**src/rtl/dat_init_sequencer_pkg.sv**
```systemverilog
// Shared definitions for the DAT init sequencer: bus widths, the sequencer
// state encoding and the rule for the entry value written per page.
package dat_init_sequencer_pkg;

  localparam int DAT_ADDR_W     = 15;
  localparam int DAT_DATA_W     = 16;
  localparam int PAGES_PER_TASK = 8;

  typedef enum logic [2:0] {
    IDLE,
    REQ,
    WSETUP,
    WSTROBE,
    VADDR,
    VCMP,
    PAUSE,
    FIN
  } seq_state_e;

  // Entry for a page: high byte zero, low byte is the bank base plus the
  // page number, wrapping modulo 256.
  function automatic logic [DAT_DATA_W-1:0] dat_expect(input logic [7:0] bank_base,
                                                       input logic [7:0] page);
    logic [7:0] lowByte;
    lowByte = bank_base + page;
    return {8'h00, lowByte};
  endfunction

endpackage

```
**src/rtl/dat_init_sequencer_cursor.sv**
```systemverilog
// Loadable {task,page} cursor shared by the fill and verify passes. It is one
// bit wider than the DAT address so that reaching task 4095 page 7 is seen by
// the terminal compare rather than by a wrap back to zero.
module dat_cursor #(
  parameter int TASK_BITS = 12,
  parameter int PAGE_BITS = 3
) (
  input  logic                           e,
  input  logic                           reset,
  input  logic                           load_i,
  input  logic                           inc_i,
  input  logic [TASK_BITS-1:0]           loadTask_i,
  input  logic [TASK_BITS-1:0]           lastTask_i,
  output logic [TASK_BITS+PAGE_BITS-1:0] addr_o,
  output logic [TASK_BITS+PAGE_BITS-1:0] addrInc_o,
  output logic                           last_o
);

  localparam int CW = TASK_BITS + PAGE_BITS + 1;

  logic [CW-1:0] cursor_q;
  logic [CW-1:0] cursor_d;
  logic [CW-1:0] cursorInc;
  logic [CW-1:0] lastEntry;

  assign cursorInc = cursor_q + CW'(1);
  assign lastEntry = {1'b0, lastTask_i, {PAGE_BITS{1'b1}}};
  assign addr_o    = cursor_q[CW-2:0];
  assign addrInc_o = cursorInc[CW-2:0];
  assign last_o    = (cursor_q == lastEntry);

  // Load takes priority over increment; otherwise the cursor holds.
  always_comb begin
    cursor_d = cursor_q;
    if (load_i) begin
      cursor_d = {1'b0, loadTask_i, {PAGE_BITS{1'b0}}};
    end else if (inc_i) begin
      cursor_d = cursorInc;
    end
  end

  // Cursor register with synchronous clear.
  always_ff @(posedge e) begin
    if (reset) begin
      cursor_q <= '0;
    end else begin
      cursor_q <= cursor_d;
    end
  end

endmodule

```
**src/rtl/dat_init_sequencer.sv**
```systemverilog
// DAT init sequencer: takes the DAT bus from the MMU through req/gnt, writes
// one entry per task page over a task range, then optionally reads the range
// back and compares. A grant drop parks the sequencer and the interrupted
// entry is redone once the grant returns. Every output comes from a register.
module dat_init_sequencer
  import dat_init_sequencer_pkg::*;
#(
  parameter int TASK_BITS = 12,
  parameter int PAGE_BITS = 3,
  parameter bit VERIFY    = 1'b1
) (
  input  logic                  e,
  input  logic                  reset,
  input  logic                  start,
  input  logic [TASK_BITS-1:0]  task_lo,
  input  logic [TASK_BITS-1:0]  task_hi,
  input  logic [7:0]            bank_base,
  output logic                  req,
  input  logic                  gnt,
  output logic [DAT_ADDR_W-1:0] address_dat,
  output logic [DAT_DATA_W-1:0] data_dat_out,
  input  logic [DAT_DATA_W-1:0] data_dat_in,
  output logic                  dat_oe,
  output logic                  _we_dat_l,
  output logic                  _we_dat_h,
  output logic                  busy,
  output logic                  done,
  output logic                  error,
  output logic [DAT_ADDR_W-1:0] err_addr
);

  seq_state_e state_q, state_d;

  logic                  req_q, req_d;
  logic                  datOe_q, datOe_d;
  logic                  weN_q, weN_d;
  logic [DAT_ADDR_W-1:0] addr_q, addr_d;
  logic [DAT_DATA_W-1:0] data_q, data_d;
  logic                  busy_q, busy_d;
  logic                  done_q, done_d;
  logic                  error_q, error_d;
  logic [DAT_ADDR_W-1:0] errAddr_q, errAddr_d;
  logic                  verifyPhase_q, verifyPhase_d;
  logic [TASK_BITS-1:0]  taskLo_q, taskLo_d;
  logic [TASK_BITS-1:0]  taskHi_q, taskHi_d;
  logic [7:0]            bankBase_q, bankBase_d;

  logic                  curLoad;
  logic                  curInc;
  logic [TASK_BITS-1:0]  curLoadTask;
  logic [DAT_ADDR_W-1:0] curAddr;
  logic [DAT_ADDR_W-1:0] curAddrInc;
  logic                  curLast;

  logic [DAT_DATA_W-1:0] expectCur;
  logic [DAT_DATA_W-1:0] expectInc;

  dat_cursor #(
    .TASK_BITS(TASK_BITS),
    .PAGE_BITS(PAGE_BITS)
  ) uCursor (
    .e          (e),
    .reset      (reset),
    .load_i     (curLoad),
    .inc_i      (curInc),
    .loadTask_i (curLoadTask),
    .lastTask_i (taskHi_q),
    .addr_o     (curAddr),
    .addrInc_o  (curAddrInc),
    .last_o     (curLast)
  );

  assign expectCur = dat_expect(bankBase_q, {{(8-PAGE_BITS){1'b0}}, curAddr[PAGE_BITS-1:0]});
  assign expectInc = dat_expect(bankBase_q, {{(8-PAGE_BITS){1'b0}}, curAddrInc[PAGE_BITS-1:0]});

  assign req          = req_q;
  assign dat_oe       = datOe_q;
  assign _we_dat_l    = weN_q;
  assign _we_dat_h    = weN_q;
  assign address_dat  = addr_q;
  assign data_dat_out = data_q;
  assign busy         = busy_q;
  assign done         = done_q;
  assign error        = error_q;
  assign err_addr     = errAddr_q;

  // Next state and next registered outputs; the strobe defaults high so it
  // can only be low for the single cycle spent in WSTROBE.
  always_comb begin
    state_d       = state_q;
    req_d         = req_q;
    datOe_d       = datOe_q;
    weN_d         = 1'b1;
    addr_d        = addr_q;
    data_d        = data_q;
    busy_d        = busy_q;
    done_d        = done_q;
    error_d       = error_q;
    errAddr_d     = errAddr_q;
    verifyPhase_d = verifyPhase_q;
    taskLo_d      = taskLo_q;
    taskHi_d      = taskHi_q;
    bankBase_d    = bankBase_q;
    curLoad       = 1'b0;
    curInc        = 1'b0;
    curLoadTask   = taskLo_q;

    unique case (state_q)
      IDLE: begin
      end

      REQ: begin
        if (gnt) begin
          state_d = WSETUP;
          addr_d  = curAddr;
          data_d  = expectCur;
          datOe_d = 1'b1;
        end
      end

      WSETUP: begin
        if (!gnt) begin
          state_d = PAUSE;
          datOe_d = 1'b0;
        end else begin
          state_d = WSTROBE;
          weN_d   = 1'b0;
        end
      end

      WSTROBE: begin
        if (!gnt) begin
          state_d = PAUSE;
          datOe_d = 1'b0;
        end else if (curLast) begin
          if (VERIFY) begin
            state_d       = VADDR;
            curLoad       = 1'b1;
            verifyPhase_d = 1'b1;
            datOe_d       = 1'b0;
            addr_d        = {taskLo_q, {PAGE_BITS{1'b0}}};
          end else begin
            state_d = FIN;
            req_d   = 1'b0;
            datOe_d = 1'b0;
            busy_d  = 1'b0;
            done_d  = ~error_q;
          end
        end else begin
          state_d = WSETUP;
          curInc  = 1'b1;
          addr_d  = curAddrInc;
          data_d  = expectInc;
        end
      end

      VADDR: begin
        if (!gnt) begin
          state_d = PAUSE;
        end else begin
          state_d = VCMP;
        end
      end

      VCMP: begin
        if (!gnt) begin
          state_d = PAUSE;
        end else if (data_dat_in != expectCur) begin
          state_d   = FIN;
          error_d   = 1'b1;
          errAddr_d = curAddr;
          req_d     = 1'b0;
          datOe_d   = 1'b0;
          busy_d    = 1'b0;
          done_d    = 1'b0;
        end else if (curLast) begin
          state_d = FIN;
          req_d   = 1'b0;
          datOe_d = 1'b0;
          busy_d  = 1'b0;
          done_d  = ~error_q;
        end else begin
          state_d = VADDR;
          curInc  = 1'b1;
          addr_d  = curAddrInc;
        end
      end

      PAUSE: begin
        if (gnt) begin
          addr_d = curAddr;
          if (verifyPhase_q) begin
            state_d = VADDR;
          end else begin
            state_d = WSETUP;
            data_d  = expectCur;
            datOe_d = 1'b1;
          end
        end
      end

      FIN: begin
        state_d = IDLE;
      end

      default: begin
        state_d = IDLE;
      end
    endcase

    if (start && (state_q == IDLE || state_q == FIN)) begin
      if (task_lo > task_hi) begin
        state_d   = IDLE;
        error_d   = 1'b1;
        errAddr_d = '0;
        done_d    = 1'b0;
      end else begin
        state_d       = REQ;
        req_d         = 1'b1;
        busy_d        = 1'b1;
        done_d        = 1'b0;
        error_d       = 1'b0;
        errAddr_d     = '0;
        verifyPhase_d = 1'b0;
        taskLo_d      = task_lo;
        taskHi_d      = task_hi;
        bankBase_d    = bank_base;
        curLoad       = 1'b1;
        curLoadTask   = task_lo;
      end
    end
  end

  // State and output registers; reset abandons any operation in progress.
  always_ff @(posedge e) begin
    if (reset) begin
      state_q       <= IDLE;
      req_q         <= 1'b0;
      datOe_q       <= 1'b0;
      weN_q         <= 1'b1;
      addr_q        <= '0;
      data_q        <= '0;
      busy_q        <= 1'b0;
      done_q        <= 1'b0;
      error_q       <= 1'b0;
      errAddr_q     <= '0;
      verifyPhase_q <= 1'b0;
      taskLo_q      <= '0;
      taskHi_q      <= '0;
      bankBase_q    <= '0;
    end else begin
      state_q       <= state_d;
      req_q         <= req_d;
      datOe_q       <= datOe_d;
      weN_q         <= weN_d;
      addr_q        <= addr_d;
      data_q        <= data_d;
      busy_q        <= busy_d;
      done_q        <= done_d;
      error_q       <= error_d;
      errAddr_q     <= errAddr_d;
      verifyPhase_q <= verifyPhase_d;
      taskLo_q      <= taskLo_d;
      taskHi_q      <= taskHi_d;
      bankBase_q    <= bankBase_d;
    end
  end

endmodule

```
**config.mk**
```make
export PLATFORM = sky130hd
export DESIGN_NAME = dat_init_sequencer
export DESIGN_NICKNAME = d
export VERILOG_FILES = /design/src/rtl/dat_init_sequencer_pkg.sv /design/src/rtl/dat_init_sequencer_cursor.sv /design/src/rtl/dat_init_sequencer.sv
export SDC_FILE = /design/constraint.sdc
export NUM_CORES = 1
export LEC_CHECK = 0
export ABC_CLOCK_PERIOD_IN_PS = 5500
export CAP_MARGIN = 20
export CELL_PAD_IN_SITES_DETAIL_PLACEMENT = 0
export CELL_PAD_IN_SITES_GLOBAL_PLACEMENT = 1
export CORE_MARGIN = 2
export CORE_UTILIZATION = 44
export CTS_BUF_LIST = sky130_fd_sc_hd__clkbuf_8
export DETAILED_ROUTE_END_ITERATION = 10
export MAX_ROUTING_LAYER = met4
export PLACE_DENSITY = 0.86
export SYNTH_ARGS = -nofsm -noshare
export SYNTH_HDL_FRONTEND = slang
export SYNTH_SLANG_ARGS = --single-unit
export TNS_END_PERCENT = 50
```
**constraint.sdc**
```tcl
create_clock -name e -period 5.5 [get_ports e]
set_clock_uncertainty 0.15 [all_clocks]
set_input_delay 1.1 -clock e [delete_from_list [all_inputs] [get_ports e]]
set_output_delay 1.1 -clock e [all_outputs]
set_load 0.01 [all_outputs]
```
==> flow_summary.toml, run 1 <==
[run_status]
status = "completed"

[floorplanning]
die_x_um = 118
core_mm2 = 0.0127
initial_core_util = 0.452
die_area_mm2 = 0.0140
rows = 41
dieHeight_um = 118
boundaryPins = 105

[timing]
tns_ps = 0
holdWs_ps = 316
fmax_mhz = 259
drv_slew = 0
fin_crit_ps = 3860
fin_crit_sh = 0.702
tightest_slew_ps = 934
relSlewSlack = 0.372
rsz0062_at_grt = "no"
finalHoldViolCount = 0
report.final.setup_viol = 0
fin_ws_ps = 1640

[finish]
syn_to_final_growth_pct = 20.0
antenna_cells = 0
layoutNonFillerInstCount = 928
stdcell_area_mm2 = 0.00688
nets = 828
mostFrequentLayoutCells = "nor2_1 (101), dfxtp_1 (96), clkdlybuf4s50_1 (95)"
drive_gt1_frac = 0.0542
utilization = 0.543
final_common_cell = "nor2_1"

[cts]
hold_buffers = 0
clk_pin_slew_ps = 100
postCtsSetupRepairBufs = 0
numCtsBuffers = 9
clkLatencyLatePin_ps = 380
h-tree-depth = 3
tritoncts = "built"
cts_sinks = 96
cts_resized = 0
cts-root-buf = "clkbuf_8"
clk_path_buf_depth = 2

[critical_path]
critical_path_class = "in -> reg"
path_cells = "clkdlybuf4s50_1 > inv_1 > ha_1 > a21oi_1 > o21ai_0 > a2111oi_0 > o21a_2 > or3_1 > o22ai_1"
rr_startpoint = "uCursor.cursor_q[0]"
cp_max_fo = 18
startpoint_type = "primary input"
slowest_stage = "or3_1"
cpPeakStageDelay_ps = 600
required_ps = 5590
timing.rr.end = "address_dat[11]"
arrival_ps = 3950
cp-end-kind = "register"
rrSetupSlack_ps = 1770
reg2regPathDepth = 12

[pwr]
vdd_drop_max_v = 0.000150
p_leak_nw = 2.56
power.total_mw = 1.62
power_density_mw_per_mm2 = 236

[logic_synthesis]
synthMuxAreaShare = 0.116
synthDistinctLibCells = 61
async_flop_share = 0
postSynthAreaPerCell_um2 = 8.33
synthCells = 688
synthAdderAreaFrac = 0.0572
synth_compound_area_frac = 0.162
ys_warn_count = 0
synth_top_family_by_area = "simple AND/OR/NAND/NOR gates"
synthXorXnorAreaFrac = 0.0670
synth_edf_count = 0
synthSimpleGateAreaFrac = 0.190
yosysSeqAreaShare = 0.335
yosys_register_bits = 96
ys.flop_type = "dfxtp_1"
synth_area_mm2 = 0.00573

[hold_path]
holdPathEnd = "address_dat[13]"
holdPathStages = 2
min_from = "address_dat[13]"
hold_path.class = "reg -> reg"

[drt]
drtPass1Iterations = 5
wl_per_cell_um = 17.1
viasPerCell = 5.52
ant_nets = 0
wl_um = 15900
vias = 5121
drtIter0Drc = 307
drcViolationCount = 0

[global_route]
grt_pass1_vias = 5061
overflow = 0
grt_max_degree = 44
antenna_found_initial = 0
grt.total_usage = 0.237
grt_pass1_wl_um = 26000

[placement]
globalplace.congestion = 0.891
port-buffer-count = 96
place_ws_ps = 1250
placedInstanceArea_mm2 = 0.00668
place_inst = 911
dp_hpwl_um = 11900

[job]
cap_violations = 0
==> worst max-delay path by stage <==
stage | start | to | slack (ps)
2_1_floorplan | task_hi[5] | bankBase_q[5] | 2170
3_3_place_gp | task_hi[3] | uCursor.cursor_q[13] | 1280
3_5_place_dp | task_hi[1] | uCursor.cursor_q[4] | 1250
4_1_cts | task_hi[1] | uCursor.cursor_q[4] | 1670
5_1_grt | task_hi[1] | uCursor.cursor_q[4] | 1430
6_report | task_hi[1] | uCursor.cursor_q[7] | 1640
==> power by group <==
part           switching (mW)  internal, mW
registers              0.0609         0.739
logic                   0.202         0.180
clock network           0.274         0.169
total                   0.536          1.09
==> critical path, delay by kind of cell <==
kind,cells,cell delay [ps]
and+or+nand+nor,1,600
buffers and inverters,2,540
adders and majority gates,1,290
AOI/OAI and AO/OA,5,1420
==> Yosys cell counts (all sizes together), types with 6 or more instances <==
cell / count / area [um2]
ha: 23 / 288
nor2: 101 / 379
nor4: 12 / 81.3
a31oi: 6 / 52.6
nand2: 38 / 143
nor2b: 9 / 56.3
clkbuf: 22 / 82.6
xor2: 26 / 235
o22ai: 13 / 81.3
nand3: 12 / 60.1
nor3: 21 / 105
xnor2: 17 / 149
a211oi: 13 / 103
o21ai: 30 / 150
buf: 35 / 215
mux2i: 64 / 641
a22oi: 10 / 75.1
dfxtp: 96 / 1920
a21oi: 34 / 178
nand4: 8 / 50.1
inv: 31 / 116
==> layout make-up <==
class,instances,area [um2]
fillers,1216,5800
inverters,31,116
flip-flops and latches,96,1920
clock inverters,7,55.1
repair buffers,102,1020
clock buffers,9,124
well taps,172,215
multi-input cells,511,3420
==> sequential cells by signal, summed over array words and instances (netlist names) <==
name,cells
uCursor.cursor_q,16
address_dat,15
err_addr,15
taskHi_q,12
taskLo_q,12
bankBase_q,8
data_dat_out,8
state_q,3
_we_dat_h,1
busy,1
dat_oe,1
done,1
error,1
req,1
verifyPhase_q,1
==> cell families (layout without fill, tap and decap cells) <==
group           after synthesis  after routing
simple gates                230            230
compound gates              139            139
flops                        96             96
buf+inv                      88            149
mux                          66             66
xor+xnor                     43             43
fa+ha+maj                    25             25
other cells                   1              8
==> metal layers <==
layer	GRT usage	vias up	routed length [um]	share of wire
met2	0.374	134	7380	0.46
met1	0.310	2446	7370	0.46
met3	0.0344	28	759	0.048
met4	0.0851	0	359	0.023
li1	-	2513	-	-
met5	-	-	0	0
No activity file was read; power rests on OpenSTA's default activity.
==> run 2: changes to the inputs <==
ABC_CLOCK_PERIOD_IN_PS = 3300   (was 5500)
CORE_UTILIZATION = 37   (was 44)
PLACE_DENSITY = 0.77   (was 0.86)
clock period = 3.3 ns   (was 5.5 ns; I/O delays follow)
==> run 2 against run 1 <==
Count of clock-buffer cells in the layout grew 1. Sequential share of layout area fell by 2.1 points. Largest cell class unchanged. Setup slack got worse by 1500 ps. Highest routed layer unchanged. Via count rose by 4.6%.
==> flow_summary.toml, run 2 (same netlist as run 1, synthesis figures left out) <==
[critical_path]
crit_top_cell = "buf_4"
arrival_ps = 3300
startpoint_type = "register"
cp-end-kind = "register"
cp_num_cells = 12
worstPathBufferInverterCount = 3
required_ps = 3480
cpPeakStageDelay_ps = 540
critical_path_class = "reg -> reg"
cp_max_fo = 5
path_delay_family = "simple AND/OR/NAND/NOR gates"
slowest_stage = "fa_2"
path_cells = "ha_4 > inv_1 > fa_2 > xor2_1 > nand2_1 > or3_4 > nor4b_4 > buf_4 > a31oi_4 > buf_4 > or3_1 > a21oi_1"
reg2regPathDepth = 12

[finish]
stdcell_area_mm2 = 0.00744
antenna_cells = 0
utilization = 0.492
largest_reg_flops = 16
nets = 886
fillers = 1432
syn_to_final_growth_pct = 29.9
mostFrequentLayoutCells = "nor2_1 (100), clkdlybuf4s50_1 (95), dfxtp_1 (94)"
largest-register = "uCursor.cursor_q"
drive_gt1_frac = 0.133
layoutNonFillerInstCount = 1002
final_common_cell = "nor2_1"

[floorplanning]
initial_core_util = 0.378
core_mm2 = 0.0151
die_x_um = 128
die_area_mm2 = 0.0165
boundaryPins = 105
dieHeight_um = 128
rows = 45

[timing]
fin_crit_ps = 3120
tns_ps = 0
tightest_slew_ps = 1070
report.final.setup_viol = 0
fin_crit_sh = 0.947
finalHoldViolCount = 0
relSlewSlack = 0.282
drv_slew = 0
holdWs_ps = 325
rsz0062_at_grt = "no"
fmax_mhz = 320

[global_route]
grt.total_usage = 0.216
grt_max_degree = 54
grt_pass1_vias = 5318
antenna_found_initial = 0
grt_pass1_wl_um = 27400
overflow = 0

[cts]
clk_path_buf_depth = 2
clk_pin_slew_ps = 110
cts_sinks = 96
hold_buffers = 0
tritoncts = "built"
cts-root-buf = "clkbuf_8"
clkLatencyLatePin_ps = 390
numCtsBuffers = 9
h-tree-depth = 3

[run_status]
status = "completed"

[drt]
wl_um = 17000
ant_nets = 0
drtIter0Drc = 388
drtPass1Iterations = 5
drcViolationCount = 0
vias = 5356
viasPerCell = 5.35
wl_per_cell_um = 16.9

[placement]
port-buffer-count = 96
dp_hpwl_um = 13000
globalplace.congestion = 0.851
place_inst = 980
placedInstanceArea_mm2 = 0.00713

[pwr]
vdd_drop_max_v = 0.000322
p_leak_nw = 2.87
power_density_mw_per_mm2 = 381

[hold_path]
hold_path.class = "reg -> reg"
holdPathStages = 2

[job]
cap_violations = 0
-- run 2: area by class of cell --
cell class              count  area (um2)  area share
inverters                  31         116      0.0156
well taps                 188         235      0.0316
clock inverters             6        62.6     0.00840
repair buffers            159        1470       0.197
multi-input cells         512        3500       0.470
flip-flops and latches     96        1930       0.259
clock buffers              10         138      0.0185
-- run 2: final timing paths --
| check | from | to | slack, ps |
|---|---|---|---|
| hold / removal | address_dat[13] | address_dat[13] | 320 |
| hold reg to reg | address_dat[13] | address_dat[13] | 320 |
| setup / recovery | bankBase_q[0] | uCursor.cursor_q[2] | 180 |
| setup reg to reg | bankBase_q[0] | uCursor.cursor_q[2] | 180 |
-- run 2: worst reg2reg max path: cells and delay by family (launching register included) --
kind | cells | cell delay, ps
simple gates | 4 | 1000
compound gates | 2 | 280
flops | 1 | 380
xor+xnor | 1 | 140
buf+inv | 3 | 440
fa+ha+maj | 2 | 690
-- run 2: where the power goes --
group          switching, mW  internal, mW  total, mW  leakage, nW
registers             0.0673          1.23       1.30        0.782
clock network          0.481         0.313      0.795        0.102
logic                  0.389         0.356      0.744         1.99
-- run 2: metal layers --
metal / vias up / wire (um) / GRT usage
met5: - / 0 / -
met4: 0 / 189 / 0.0485
met3: 14 / 840 / 0.0345
met2: 155 / 7970 / 0.352
met1: 2552 / 7960 / 0.284
li1: 2635 / - / -
-- run 2: what timing repair did --
action,CTS,global route
pin swaps,1,3
gates resized for setup,2,11
setup buffers,3,2
gates cloned,0,1
endpoints found under the setup margin,6,44
-- run 2: stage by stage --
stage,worst slack (ps),power (mW)
2_1_floorplan,267,1.77
3_3_place_gp,-100,2.04
3_5_place_dp,-114,2.06
4_1_cts,0.846,2.86
5_1_grt,6.08,3.00
6_report,176,2.84
